**config.mk**
```make
export PLATFORM = sky130hd
export DESIGN_NAME = engine_load_sched
export DESIGN_NICKNAME = d
export VERILOG_FILES = /design/src/rtl/engine_load_sched.sv
export SDC_FILE = /design/constraint.sdc
export NUM_CORES = 1
export LEC_CHECK = 0
export ABC_CLOCK_PERIOD_IN_PS = 2100
export BUFFER_PORTS_ARGS = -buffer_cell sky130_fd_sc_hd__buf_2
export CELL_PAD_IN_SITES_DETAIL_PLACEMENT = 2
export CELL_PAD_IN_SITES_GLOBAL_PLACEMENT = 2
export CORE_ASPECT_RATIO = 0.9
export CORE_UTILIZATION = 27
export CTS_BUF_LIST = sky130_fd_sc_hd__clkbuf_8 sky130_fd_sc_hd__clkbuf_16
export DETAILED_ROUTE_END_ITERATION = 8
export HOLD_SLACK_MARGIN = 0.1
export PLACE_DENSITY = 0.9
export SETUP_SLACK_MARGIN = 0.1
export SKIP_LAST_GASP = 1
export SLEW_MARGIN = 20
export SYNTH_ARGS = -nofsm -noshare
export SYNTH_HDL_FRONTEND = slang
export SYNTH_SLANG_ARGS = --single-unit
export TNS_END_PERCENT = 5
```
**constraint.sdc**
```tcl
create_clock -name clk -period 2.1 [get_ports clk]
set_input_delay 0.315 -clock clk [delete_from_list [all_inputs] [get_ports clk]]
set_output_delay 0.315 -clock clk [all_outputs]
set_load 0.03 [all_outputs]
```
**src/rtl/engine_load_sched.sv**
```systemverilog
// Boot-time loader for the BCP engine array: streams each engine's clause-queue nodes and dummy
// pointer, steps the array between engines, then releases halt until a conflict or abort.
module engine_load_sched #(
  parameter int NUM_ENGINE    = 4,
  parameter int NODES_PER_ENG = 16,
  parameter int NODE_W        = 32,
  parameter int DUMMY_W       = 16,
  parameter int ADDR_W        = $clog2(NUM_ENGINE * NODES_PER_ENG)
) (
  input  logic                          clk,
  input  logic                          rst_n,
  input  logic                          start,
  input  logic                          abort,
  input  logic                          conflict,
  output logic                          node_rd_en,
  output logic [ADDR_W-1:0]             node_rd_addr,
  input  logic [NODE_W-1:0]             node_rd_data,
  output logic                          dmy_rd_en,
  output logic [$clog2(NUM_ENGINE)-1:0] dmy_rd_addr,
  input  logic [DUMMY_W-1:0]            dmy_rd_data,
  output logic [NODE_W-1:0]             node_in,
  output logic                          node_in_valid,
  input  logic                          node_in_ready,
  output logic [DUMMY_W-1:0]            dummy_ptr,
  output logic                          dummy_ptr_valid,
  output logic                          change_eng,
  output logic                          halt,
  output logic [$clog2(NUM_ENGINE)-1:0] eng_idx,
  output logic                          busy
);

  localparam int ENG_W  = $clog2(NUM_ENGINE);
  localparam int NODE_CW = (NODES_PER_ENG > 1) ? $clog2(NODES_PER_ENG) : 1;
  localparam logic [ENG_W-1:0]   ENG_LAST  = ENG_W'(NUM_ENGINE - 1);
  localparam logic [NODE_CW-1:0] NODE_LAST = NODE_CW'(NODES_PER_ENG - 1);
  localparam logic [ADDR_W-1:0]  NODES_A   = ADDR_W'(NODES_PER_ENG);

  typedef enum logic [2:0] {
    IDLE,
    NRD,
    NSEND,
    DRD,
    DSEND,
    SWITCH,
    RUN
  } state_t;

  state_t               state;
  state_t               state_n;
  logic [ENG_W-1:0]     eng;
  logic [ENG_W-1:0]     eng_n;
  logic [NODE_CW-1:0]   node;
  logic [NODE_CW-1:0]   node_n;
  logic [NODE_W-1:0]    node_q;
  logic                 node_fresh;
  logic [DUMMY_W-1:0]   dummy_q;
  logic                 halt_q;
  logic                 loading;

  assign loading = (state != IDLE) && (state != RUN);

  always_ff @(posedge clk) begin
    if (rst_n) begin
      state      <= IDLE;
      eng        <= '0;
      node       <= '0;
      node_q     <= '0;
      node_fresh <= 1'b0;
      dummy_q    <= '0;
      halt_q     <= 1'b1;
    end else begin
      state      <= state_n;
      eng        <= eng_n;
      node       <= node_n;
      // The table's own read register holds the word during the first NSEND cycle;
      // node_q takes over from then on so the word stays put while the array stalls.
      node_fresh <= (state == NRD) && !abort;
      if (node_fresh) begin
        node_q <= node_rd_data;
      end
      if (state == DSEND) begin
        dummy_q <= dmy_rd_data;
      end
      halt_q <= !((state == RUN) && !conflict && !abort);
    end
  end

  always_comb begin
    state_n = state;
    eng_n   = eng;
    node_n  = node;
    case (state)
      IDLE: begin
        if (start) begin
          state_n = NRD;
          eng_n   = '0;
          node_n  = '0;
        end
      end
      NRD:   state_n = NSEND;
      NSEND: begin
        if (node_in_ready) begin
          if (node == NODE_LAST) begin
            node_n  = '0;
            state_n = DRD;
          end else begin
            node_n  = node + 1'b1;
            state_n = NRD;
          end
        end
      end
      DRD:   state_n = DSEND;
      DSEND: state_n = (eng == ENG_LAST) ? RUN : SWITCH;
      SWITCH: begin
        state_n = NRD;
        if (eng != ENG_LAST) begin
          eng_n = eng + 1'b1;
        end
      end
      RUN: begin
        if (conflict || abort) begin
          state_n = IDLE;
        end
      end
      default: state_n = IDLE;
    endcase
    // Abort wins over any handshake completing in the same cycle.
    if (abort && loading) begin
      state_n = IDLE;
    end
  end

  assign node_rd_en      = (state == NRD);
  assign node_rd_addr    = ADDR_W'(eng) * NODES_A + ADDR_W'(node);
  assign dmy_rd_en       = (state == DRD);
  assign dmy_rd_addr     = eng;
  assign node_in_valid   = (state == NSEND);
  assign node_in         = node_fresh ? node_rd_data : node_q;
  assign dummy_ptr_valid = (state == DSEND);
  assign dummy_ptr       = dummy_ptr_valid ? dmy_rd_data : dummy_q;
  assign change_eng      = (state == SWITCH);
  assign halt            = halt_q;
  assign eng_idx         = eng;
  assign busy            = loading;

endmodule

```
Word level (Yosys, flattened, before mapping)
Cells that the tools add are included.

storage, ports and cells
  flip-flop bits (word level) = 59
  input port bits = 54
  output and inout bits = 65
  word-level logic and storage cells = 56

operators by class
  add/sub/neg operators = 3
  eq/ne operators = 14
  mux-type cells = 15
  reductions and logical operators = 17

operator list
  kind                                                                      count
  32-bit two-way mux                                                        1
  3-bit case mux with 7 select lines                                        1
  16-bit two-way mux                                                        1
  4-bit two-way mux                                                         3
  3-bit equality test (second input constant)                               3
  3-bit two-way mux                                                         3
  3-bit AND reduction                                                       3
  2-bit two-way mux                                                         4
  4-bit case mux with 2 select lines                                        1
  6-bit by 4-bit adder with 6-bit output                                    1
  3-bit by 2-bit equality test with 1-bit output (second input constant)    2
  2-bit by 1-bit inequality test with 1-bit output (second input constant)  3
  1-bit logical AND                                                         5
  4-bit by 1-bit adder with 4-bit output (second input constant)            1
  4-bit equality test (second input constant)                               1
  2-bit inequality test (second input constant)                             2
  2-bit case mux with 2 select lines                                        1
  2-bit nonzero test                                                        2
  3-bit by 1-bit equality test with 1-bit output (second input constant)    1
  1-bit zero test                                                           3
  3-bit zero test                                                           1
  3-bit inequality test (second input constant)                             1
  3-bit nonzero test                                                        1
  2-bit by 1-bit adder with 2-bit output (second input constant)            1
  3 further kinds                                                           3

Logic depth before layout (Yosys ltp)
Gate-level depths: netlist (run 1).

  depth in word-level cells = 4
  gate-level depth with buffers = 7
  mapped depth without buffers = 5

Least setup slack after synthesis (run 1)
OpenSTA, ideal clock, no wires.

  kind = reg2reg
  start = register state[0]
  end = register node[3]
  library setup time = 65 ps
  data arrival time = 1704 ps
  setup slack = 330 ps
  cell stages (with the launch flop) = 6
  path buffers = 1
  path through = dfxtp_1 buf_2 nor3b_1 and3_1 a22oi_1 nor2_1

between the ends
  word-level cells in the longest chain between the ends = 3
  elaborated cells on any way between the ends = 7

ends and longest elaborated chain
  item                                                                                                     line  RTL
  from (decl)                                                                                              48    state_t state;
  from (signal assigned)                                                                                   72    state <= state_n;
  3-bit by 2-bit equality test with 1-bit output (*)                                                       n/a
  net node_in_valid                                                                                        22    output logic node_in_valid,
  2-bit by 1-bit inequality test with 1-bit output (no line) / 2-bit nonzero test (equally long branches)  n/a
  3-bit AND reduction (no line)                                                                            n/a
  to (signal assigned)                                                                                     74    node <= node_n;
  to (decl)                                                                                                52    logic [NODE_CW-1:0] node;

The timed path passes the listed nets; every way through them passes the cells marked *.
A chain may end at the register's enable or synchronous reset.

Final worst setup path (run 1)
  start = register state[1]
  end = output dummy_ptr[0]

between the ends
  word-level cells in the longest chain between the ends = 2

ends and longest elaborated chain
  item                 line  RTL
  3-bit equality test  139   assign dummy_ptr_valid = (state == DSEND);
  16-bit two-way mux   n/a
  to (decl)            24    output logic [DUMMY_W-1:0] dummy_ptr,

Every way passes these cells.

==> results by group, run 1 <==
Timing
  • Max_slew headroom: 72.38%
  • Max Freq: 500.5 MHz
  • Worst slew pin tran: 0.4143 ns
  • Tmin final: 1.998 ns
  • Hold Vio Cnt, Final: 0
  • Setup-failing EPs final: 0
  • Worst clock skew: 0.009785 ns
  • Slew Viols, Final: 0
  • Final period utilization: 95.15%
  • Setup TNS Final: 0 ns
  • Unrepaired setup endpoints after global routing: true

Power
  • P_leak: 1.753 nW
  • PwrDens: 684.3 nW/µm²
  • Power Total: 2.473 mW
  • Peak VDD IR: 0.3290 mV

Global route
  • First-pass GRT wire length: 11.07 mm
  • Vias in the first global route: 2,236
  • Initial antenna violation count: 0
  • Largest net degree at the start of global routing: 42
  • GRT Util Overall: 14.76%
  • Grt ovf: 0

Routing
  • Final ANT Viol Nets: 0
  • Remaining DRCs: 0
  • Final wirelength: 7.205 mm
  • Drt first pass iters: 4
  • Via count: 2,090
  • WL per Instance: 15.14 µm
  • Via density: 4.391
  • Iteration-0 DRC Markers: 45

Floorplanning
  • Row count: 33
  • Height of the chip: 93.70 µm
  • Core box area: 9084 µm²
  • Die W: 103.9 µm
  • Initial Util: 27.77%
  • I/O pin count: 119
  • Die Area: 9734 µm²

Synthesis
  • Post-synth EDFFs: 0
  • Syn Std Cell Area: 2522 µm²
  • Mapped Cells: 231
  • Register area share after synthesis: 46.83%
  • Top cell type's share of synthesized area: 46.83%
  • Syn_nets: 287
  • Synth top area cells: dfxtp_1 (47%), mux2_1 (18%), nor2b_1 (12%)
  • Synth area leader: dfxtp_1
  • Yosys reg bits: 59
  • Ys flop type: dfxtp_1
  • Synth unique cells: 34
  • Ys async rst share: 0%
  • Synth Area per Inst: 10.92 µm²
  • Synth warn: 0

Setup path
  • Crit. End Element: output pin
  • Worst Path Required: 1.78 ns
  • Startpoint Class: flop
  • Critical path class: reg2out
  • Worst Path Max Fanout: 4
  • Worst path arrival time: 1.68 ns

Cells and area
  • # fillers: 1,003
  • Syn-to-layout area delta: 43.30%
  • Nets: 405
  • Fraction of layout cells with a size suffix above 1: 46.33%
  • Most frequent cells in the layout: buf_2 (102), dfxtp_1 (57), nor2b_1 (49)
  • Commonest non-fill, non-tap cell in the layout: buf_2
  • ANT cells: 0
  • Post-route cell area: 3615 µm²
  • Core Util, Final: 39.79%

Clock network
  • Maximum clock insertion buffer count: 2
  • Num CTS Buffers: 9
  • CTS tree: done
  • Clk_lat worst skew: 0.33 ns
  • CTS sink cnt: 59
  • Hold_buf cts: 0
  • # H-tree levels: 3
  • CTS root buf: clkbuf_8
  • Clock-pin slew on the worst setup and hold paths: 0.07 ns

Min path
  • Min-Delay Path Class: in2reg

Placed design
  • GP Congestion: 0.7306
  • DPL Wire Length: 5.061 mm
  • Port bufs: 118
  • Placed cell area: 3209 µm²

Outcome
  • Status: finished, final reports clean

Run
  • Max Cap Viol: 0
repair_timing:
item                       4_1_cts  5_1_grt
gates cloned                     1        1
setup buffers                    2        0
resized for setup               20       40
pin swaps                        1        0
setup endpoints to repair       15       16
sequential cells by signal, indices dropped and copies added (netlist names):
register and flops:
dummy_q 16, halt 1, node_fresh 1, dmy_rd_addr 2, node_q 32, state 3
node 4
routing by layer:
metal	GRT usage [%]	part of all wire, %
met5	0	0
met3	4.022	6.7
met2	25.50	48
met1	17.62	44
met4	5.357	0.93
report_power, final:
part	total (mW)	switching (mW)	leakage [nW]	internal (mW)
sequential	1.15	0.00948	0.477	1.14
clock	1.05	0.496	0.0958	0.554
combinational	0.277	0.163	1.18	0.114
total	2.47	0.668	1.75	1.81
critical path, cell delays in order, from the launching register on:
cell and delay (ns):
dfxtp_2 0.32, and2b_2 0.21, and2_4 0.21, clkbuf_16 0.17
mux2_4 0.31, buf_6 0.14
Yosys cell counts, drive strengths merged, types with 3 or more instances:
| library cell | count |
|---|---|
| dfxtp | 59 |
| nor2b | 49 |
| mux2 | 48 |
| buf | 12 |
| clkbuf | 8 |
| nor2 | 7 |
| a21oi | 5 |
| and2 | 3 |
| nand2 | 3 |
| nand2b | 3 |
| nand3 | 3 |
| nor3b | 3 |
| or3 | 3 |
cell families (layout without fill, tap and decap cells):
group                      Yosys count  after routing  synth area share, %
DFF                                 59             59                46.83
AOI/OAI and AO/OA                   15             15                3.869
muxes                               50             50                23.41
adders and majority gates            2              2               0.9919
xor gates and xnor gates             1              1               0.3473
and+or+nand+nor                     82             82                19.54
buffers and inverters               22            145                5.009
area by class of cell:
type / instances / area [µm²] / share of cell area, %
multi-input combinational: 150 / 1249 / 34.54
sequential: 59 / 1184 / 32.74
timing repair buffer: 127 / 822.0 / 22.74
tap: 122 / 152.6 / 4.223
clock buffer: 9 / 123.9 / 3.427
clock inverter: 7 / 76.32 / 2.111
inverter: 2 / 7.507 / 0.2077
metrics by stage:
| step | cells | setup slack [ns] | hold slack (ns) |
|---|---|---|---|
| after floorplan | 231 | 0.3302 | 0.3911 |
| after global placement | 456 | 0.2974 | 0.4849 |
| after detailed placement | 456 | 0.2065 | 0.5077 |
| after CTS | 475 | 0.03445 | 0.2196 |
| after global routing | 476 | 0.03477 | 0.2340 |
| final | 476 | 0.1018 | 0.2254 |
final timing paths:
check	from	end	slack, ns	cells past startpoint
worst max-delay path	state[1]	dummy_ptr[0]	0.10	5
worst min-delay path	abort	node_fresh	0.23	2
worst max register to register	state[1]	node[2]	0.40	5
worst min register to register	dmy_rd_addr[1]	dmy_rd_addr[1]	0.51	2
Power figures use the tool's default switching activity.
==> run 2, diff against run 1 <==
--- a/config.mk
+++ b/config.mk
@@ -5,16 +5,17 @@
 export SDC_FILE = /design/constraint.sdc
 export NUM_CORES = 1
 export LEC_CHECK = 0
+export ABC_AREA = 1
 export ABC_CLOCK_PERIOD_IN_PS = 2100
 export BUFFER_PORTS_ARGS = -buffer_cell sky130_fd_sc_hd__buf_2
 export CELL_PAD_IN_SITES_DETAIL_PLACEMENT = 2
 export CELL_PAD_IN_SITES_GLOBAL_PLACEMENT = 2
 export CORE_ASPECT_RATIO = 0.9
-export CORE_UTILIZATION = 27
+export CORE_UTILIZATION = 24
 export CTS_BUF_LIST = sky130_fd_sc_hd__clkbuf_8 sky130_fd_sc_hd__clkbuf_16
 export DETAILED_ROUTE_END_ITERATION = 8
 export HOLD_SLACK_MARGIN = 0.1
-export PLACE_DENSITY = 0.9
+export PLACE_DENSITY = 0.91
 export SETUP_SLACK_MARGIN = 0.1
 export SKIP_LAST_GASP = 1
 export SLEW_MARGIN = 20
==> run 2 against run 1 <==
  * Cell area is 0.28% higher
  * Power is 32% higher
  * Flip-flop and latch count stayed put
  * Critical path depth is 1 higher
  * Combinational power is 77% higher
  * Core utilization is 4.6 points lower
  * Worst hold slack worse by 0.021 ns
  * Largest power group is now the clock network
==> results by group, run 2 <==
Cells and area
  • FF/Latch Area: 1187 µm² (+0.32%)
  • Commonest non-fill, non-tap cell in the layout: buf_2
  • Most frequent cells in the layout: buf_2 (116), nand2_1 (113), dfxtp_1 (56)
  • Multi-input gate area: 1137 µm² (-8.9%)
  • ANT cells: 0 (unchanged)
  • Largest register by flop count: node_q
  • Nets: 531 (+31%)
  • # fillers: 1,216 (+21%)
  • Fraction of layout cells with a size suffix above 1: 35.00% (-11 points)
  • Largest regs: node_q x32, dummy_q x16, node x4
  • Max FFs per register: 32 (unchanged)
  • Syn-to-layout area delta: 42.15%

Clock network
  • Maximum clock insertion buffer count: 2 (unchanged)
  • CTS root buf: clkbuf_16
  • # H-tree levels: 3 (unchanged)
  • Clock-pin slew on the worst setup and hold paths: 0.05 ns (-0.02 ns)
  • Clk_lat worst skew: 0.32 ns (about the same)
  • CTS sink cnt: 59 (unchanged)
  • Hold_buf cts: 0 (unchanged)
  • Num CTS Buffers: 9 (unchanged)
  • CTS tree: done

Power
  • Net Sw Frac: 26.34% (-0.68 points)
  • Peak VDD IR: 0.3752 mV (+14%)
  • Clk pwr share: 49.0% (+6.6 points)
  • NetSw: 0.8610 mW (+29%)
  • Flop pwr share: 36.1% (-10 points)
  • Comb power frac: 14.9% (+3.7 points)
  • PwrDens: 901.8 nW/µm² (+32%)
  • P_leak: 2.060 nW (+18%)
  • Internal Power: 2.408 mW (+33%)

Routing
  • Final wirelength: 8.584 mm (+19%)
  • Met2 routed WL: 4.370 mm (+26%)
  • Iteration-0 DRC Markers: 66 (+47%)
  • Final ANT Viol Nets: 0 (unchanged)
  • WL per Instance: 14.10 µm (-6.9%)
  • Routed wl met3: 416 µm (-14%)
  • M1 wire length: 3.743 mm (+18%)
  • Via density: 4.425 (+0.79%)
  • Remaining DRCs: 0 (unchanged)
  • Top Layer Used: met4
  • Via count: 2,695 (+29%)
  • Drt first pass iters: 4 (unchanged)

Setup path
  • Largest stage delay on the critical path: 0.37 ns (+0.05 ns)
  • Critical path class: reg2out
  • Crit path buffers/inverters: 3 (+1)
  • Worst path arrival time: 1.61 ns (-0.07 ns)
  • Crit-path cells: nor2_4 -> nand2_8 -> buf_4 -> o21ai_2 -> inv_1 -> buf_2
  • CP top delay family: buffers and inverters
  • Worst Path Max Fanout: 9 (+5)
  • Startpoint Class: flop
  • Crit. End Element: output pin
  • Worst Path Required: 1.78 ns (about the same)
  • CP max-delay cell: dfxtp_4
  • Reg2reg start: state[2]
  • Worst setup startpoint: state[0]

Placed design
  • Pre-CTS setup slack: 0.1962 ns (-0.01028 ns)
  • GP Congestion: 0.7561 (+3.5%)
  • Port bufs: 118 (unchanged)
  • DPL Wire Length: 6.528 mm (+29%)

Synthesis
  • Ys async rst share: 0% (unchanged)
  • Synth unique cells: 24 (-29%)
  • Syn_nets: 412 (+44%)
  • Mapped Cells: 356 (+54%)
  • Syn Std Cell Area: 2550 µm² (+1.1%)
  • Top cell type's share of synthesized area: 46.32% (-0.51 points)
  • Yosys reg bits: 59 (unchanged)
  • Most frequent cells after synthesis: nand2_1 (113), dfxtp_1 (59), a21oi_1 (38), inv_1 (36), nor2_1 (28)
  • Post-synth EDFFs: 0 (unchanged)
  • Register area share after synthesis: 46.32% (-0.51 points)
  • Synth warn: 0 (unchanged)
  • Ys flop type: dfxtp_1
  • Most frequent cell after synthesis: nand2_1
  • Synth Area per Inst: 7.163 µm² (-34%)
  • Synth top area cells: dfxtp_1 (46%), nand2_1 (17%), a21oi_1 (7.5%)
  • Synth area leader: dfxtp_1

Floorplanning
  • Die W: 110.7 µm (+6.5%)
  • Initial Util: 24.78% (-3.0 points)
  • Core box area: 10,290 µm² (+13%)
  • Height of the chip: 99.79 µm (+6.5%)
  • Die Area: 11,040 µm² (+13%)
  • Row count: 35 (+6.1%)
  • I/O pin count: 119 (unchanged)

Global route
  • GRT Util Overall: 16.19% (+1.4 points)
  • Vias in the first global route: 2,937 (+31%)
  • Largest net degree at the start of global routing: 34 (-19%)
  • Initial antenna violation count: 0 (unchanged)
  • First-pass GRT wire length: 14.28 mm (+29%)
  • Grt ovf: 0 (unchanged)

Outcome
  • Status: finished, final reports clean

Timing
  • Max_slew headroom: 65.57% (-6.8 points)
  • Fin worst setup slack: 0.1743 ns (+0.07252 ns)
  • Worst clock skew: 0.007376 ns (-0.002409 ns)
  • Final period utilization: 91.70% (-3.5 points)
  • Slew Viols, Final: 0 (unchanged)
  • Setup-failing EPs final: 0 (unchanged)
  • Hold Vio Cnt, Final: 0 (unchanged)
  • Max Freq: 519.3 MHz (+3.8%)
  • Worst slew pin tran: 0.5110 ns (+0.09675 ns)
  • Tmin final: 1.926 ns (-0.07252 ns)
  • Unrepaired setup endpoints after global routing: true
  • Setup TNS Final: 0 ns (unchanged)

Min path
  • Min-Delay Path Class: in2reg
  • Min-delay src: abort

Run
  • Max Cap Viol: 0 (unchanged)
[run 2: cell count changes after synthesis, moves of 21 or more]
cell,previous run,this run
inv_1,1,36
nand2_1,3,113
a21oi_1,5,38
nor2_1,7,28
mux2_1,40,0
nor2b_1,49,0
[run 2: timing repair]
action / 4_1_cts / 5_1_grt
pin swaps: 0 / 1
gates resized for setup: 4 / 10
buffers inserted: 3 / 1
setup endpoints to repair: 16 / 8
[run 2: cell type report]
class	instances	area share (%)
clock buffers	11	6.973
clock inverters	5	2.106
inverters	37	4.039
multi-input cells	241	31.38
flip-flops and latches	59	32.76
well taps	129	4.453
repair buffers	127	18.29
[run 2: cells by family after synthesis]
kind of cell | share of synthesized area [%]
AOI/OAI and AO/OA | 12.36
xor gates and xnor gates | 0.3435
adders and majority gates | 0.9812
buffers and inverters | 9.421
DFF | 46.32
and+or+nand+nor | 30.57
[run 2: power groups by stage]
stage / clock network [mW] / logic [mW] / registers [mW]
finish: 1.60 / 0.489 / 1.18
global placement: 0 / 0.460 / 1.20
CTS: 1.66 / 0.490 / 1.18
global route: 1.70 / 0.537 / 1.18
detailed placement: 0 / 0.480 / 1.20
floorplan: 0 / 0.306 / 1.20
[run 2: path summary, 6_finish.rpt]
check	endpoint	slack (ns)	cells past startpoint
setup / recovery	dummy_ptr[12]	0.17	6
hold / removal	node_fresh	0.20	2
setup reg to reg	state[0]	0.64	5
hold reg to reg	node_q[28]	0.47	2
[run 2: routing by layer]
layer	GRT usage, %	vias to the layer above
met4	4.615	0
met2	29.53	82
met5	0	-
li1	-	1348
met1	18.66	1260
met3	4.348	5
[run 2: through the flow]
stage	hold WS (ns)	cell area (µm²)	utilization [%]	std cells	total power, mW
after floorplan	0.3943	2550	-	356	1.503
after global placement	0.4562	3241	31.49	589	1.657
after detailed placement	0.4653	3241	31.49	589	1.680
after CTS	0.1909	3606	35.04	608	3.327
after global routing	0.2028	3625	35.22	609	3.424
final	0.2047	3625	35.22	609	3.269
==> run 3, diff against run 2 <==
--- a/config.mk
+++ b/config.mk
@@ -16,7 +16,6 @@
 export DETAILED_ROUTE_END_ITERATION = 8
 export HOLD_SLACK_MARGIN = 0.1
 export PLACE_DENSITY = 0.91
-export SETUP_SLACK_MARGIN = 0.1
 export SKIP_LAST_GASP = 1
 export SLEW_MARGIN = 20
 export SYNTH_ARGS = -nofsm -noshare
==> constraint.sdc (replaced) <==
create_clock -name clk -period 2.1 [get_ports clk]
set_input_delay 0.42 -clock clk [delete_from_list [all_inputs] [get_ports clk]]
set_output_delay 0.42 -clock clk [all_outputs]
set_load 0.03 [all_outputs]
==> run 3 against run 2 <==
  * Wire length shrank 3.5%
  * Critical path depth is the same
  * Setup slack got worse by 0.10 ns
  * Register-to-register slack worse by 0.03 ns
  * Cell area fell by 1.9%
  * Combinational power down 3%
  * Worst hold slack improved by 0.11 ns
  * Core utilization down 0.68 points
  * Die area stayed put
  * Maximum frequency shrank 5.0%
  * Sequential share of layout area is 0.68 points higher
  * Global-route usage shrank 0.53 points
==> results by group, run 3 (synthesis results as in run 2) <==
Timing
  • Tmin final: 2.026 ns (+0.1007 ns)
  • Hold WS: 0.3167 ns (+0.1120 ns)
  • Setup-failing EPs final: 0 (unchanged)
  • Worst clock skew: 0.006357 ns (-0.001019 ns)
  • Max Freq: 493.5 MHz (-5.0%)
  • Fin worst setup slack: 0.07369 ns (-0.1007 ns)
  • Slew Viols, Final: 0 (unchanged)
  • Worst slew pin tran: 0.4598 ns (-0.05126 ns)
  • Hold Vio Cnt, Final: 0 (unchanged)
  • Max_slew headroom: 69.03% (+3.5 points)
  • Unrepaired setup endpoints after global routing: true
  • Final period utilization: 96.49% (+4.8 points)

Floorplanning
  • Core box area: 10,290 µm² (unchanged)
  • Initial Util: 24.78% (unchanged)
  • Die Area: 11,040 µm² (unchanged)
  • Die W: 110.7 µm (unchanged)
  • I/O pin count: 119 (unchanged)
  • Row count: 35 (unchanged)
  • Height of the chip: 99.79 µm (unchanged)

Cells and area
  • Fraction of layout cells with a size suffix above 1: 34.59% (-0.41 points)
  • Most frequent cells in the layout: buf_2 (118), nand2_1 (113), dfxtp_1 (57)
  • Core Util, Final: 34.54% (-0.68 points)
  • ANT cells: 0 (unchanged)
  • Max FFs per register: 32 (unchanged)
  • Syn-to-layout area delta: 39.40%
  • Nets: 528 (-0.56%)
  • Largest regs: node_q x32, dummy_q x16, node x4
  • Largest register by flop count: node_q
  • Commonest non-fill, non-tap cell in the layout: buf_2
  • # fillers: 1,227 (+0.90%)

Routing
  • Via density: 4.455 (+0.68%)
  • Iteration-0 DRC Markers: 68 (+3.0%)
  • Final ANT Viol Nets: 0 (unchanged)
  • WL per Instance: 13.67 µm (-3.0%)
  • Drt first pass iters: 4 (unchanged)
  • Via count: 2,700 (+0.19%)
  • Final wirelength: 8.286 mm (-3.5%)
  • Remaining DRCs: 0 (unchanged)

Clock network
  • CTS tree: done
  • # H-tree levels: 3 (unchanged)
  • Clk_lat worst skew: 0.32 ns (about the same)
  • Maximum clock insertion buffer count: 2 (unchanged)
  • Hold_buf cts: 0 (unchanged)
  • Num CTS Buffers: 9 (unchanged)
  • CTS sink cnt: 59 (unchanged)
  • Clock-pin slew on the worst setup and hold paths: 0.05 ns (about the same)
  • CTS root buf: clkbuf_16

Setup path
  • Worst Path Max Fanout: 16 (+7)
  • Worst path arrival time: 1.61 ns (about the same)
  • Worst Path Required: 1.68 ns (-0.10 ns)
  • Crit. End Element: output pin
  • Flop-to-flop setup slack: 0.61 ns (-0.03 ns)
  • Startpoint Class: flop
  • Critical path class: reg2out

Global route
  • Largest net degree at the start of global routing: 34 (unchanged)
  • Grt ovf: 0 (unchanged)
  • Vias in the first global route: 2,930 (-0.24%)
  • First-pass GRT wire length: 13.73 mm (-3.9%)
  • Initial antenna violation count: 0 (unchanged)
  • GRT Util Overall: 15.66% (-0.53 points)

Min path
  • Min-Delay Path Class: in2reg

Power
  • PwrDens: 868.4 nW/µm² (-3.7%)
  • Power Total: 3.087 mW (-5.6%)
  • Peak VDD IR: 0.3927 mV (+4.7%)
  • P_leak: 2.038 nW (-1.1%)

Run
  • Max Cap Viol: 0 (unchanged)

Outcome
  • Status: finished, final reports clean

Placed design
  • Port bufs: 118 (unchanged)
  • GP Congestion: 0.7861 (+4.0%)
  • Pre-CTS setup slack: 0.2443 ns (+0.04809 ns)
  • DPL Wire Length: 6.408 mm (-1.8%)
## run 3: cell types whose count changed in the layout (fill, tap and decap cells not counted), sizes merged
cell | previous run | this run
buf | 125 | 124
bufinv | 2 | 1
clkbuf | 13 | 10
clkinv | 1 | 3
## run 3: final cells by class
class                           count  area, µm²  share of cell area (%)
Sequential cell                    59       1189                   33.44
Multi-Input combinational cell    241       1132                   31.86
Timing Repair Buffer              124      635.6                   17.88
Clock buffer                       10      239.0                   6.723
Tap cell                          129      161.4                   4.541
Inverter                           37      141.4                   3.977
Clock inverter                      6      56.30                   1.584
## run 3: worst max-delay path, cell delays in order (launching register included)
cell	delay (ns)
dfxtp_4	0.36
nor2_4	0.17
nand2_4	0.08
buf_4	0.22
o21ai_1	0.19
inv_1	0.07
buf_2	0.18
## run 3: layer usage
metal | vias to the layer above | track usage [%] | share of wire, %
met4 | 0 | 4.410 | 1.1
met5 | - | 0 | 0
li1 | 1342 | - | -
met3 | 10 | 5.072 | 6.1
met1 | 1261 | 17.48 | 43
met2 | 87 | 28.62 | 49
## run 3: worst paths after layout
path / depth (start not counted) / startpoint / endpoint
worst max-delay path: 6 / state[1] / dummy_ptr[11]
worst min-delay path: 2 / abort / node_fresh
worst max register to register: 5 / state[2] / state[0]
worst min register to register: 2 / node_q[15] / node_q[15]
## run 3: timing repair
| action | CTS | global route |
|---|---|---|
| endpoints found under the setup margin | 11 | 9 |
| resized for setup | 3 | 10 |
| pin swaps | 0 | 0 |
| buffers inserted | 0 | 0 |
## run 3: per-stage QoR
stage,setup TNS [ns],std cells,area (µm²)
after floorplan,0,356,2550
after global placement,0,590,3248
after detailed placement,0,590,3248
after CTS,-0.04588,606,3546
after global routing,-0.09740,606,3555
final,0,606,3555
## run 3: power by group
group,internal [mW],switching (mW)
Clock,0.938,0.494
Combinational,0.147,0.328
Sequential,1.16,0.0225
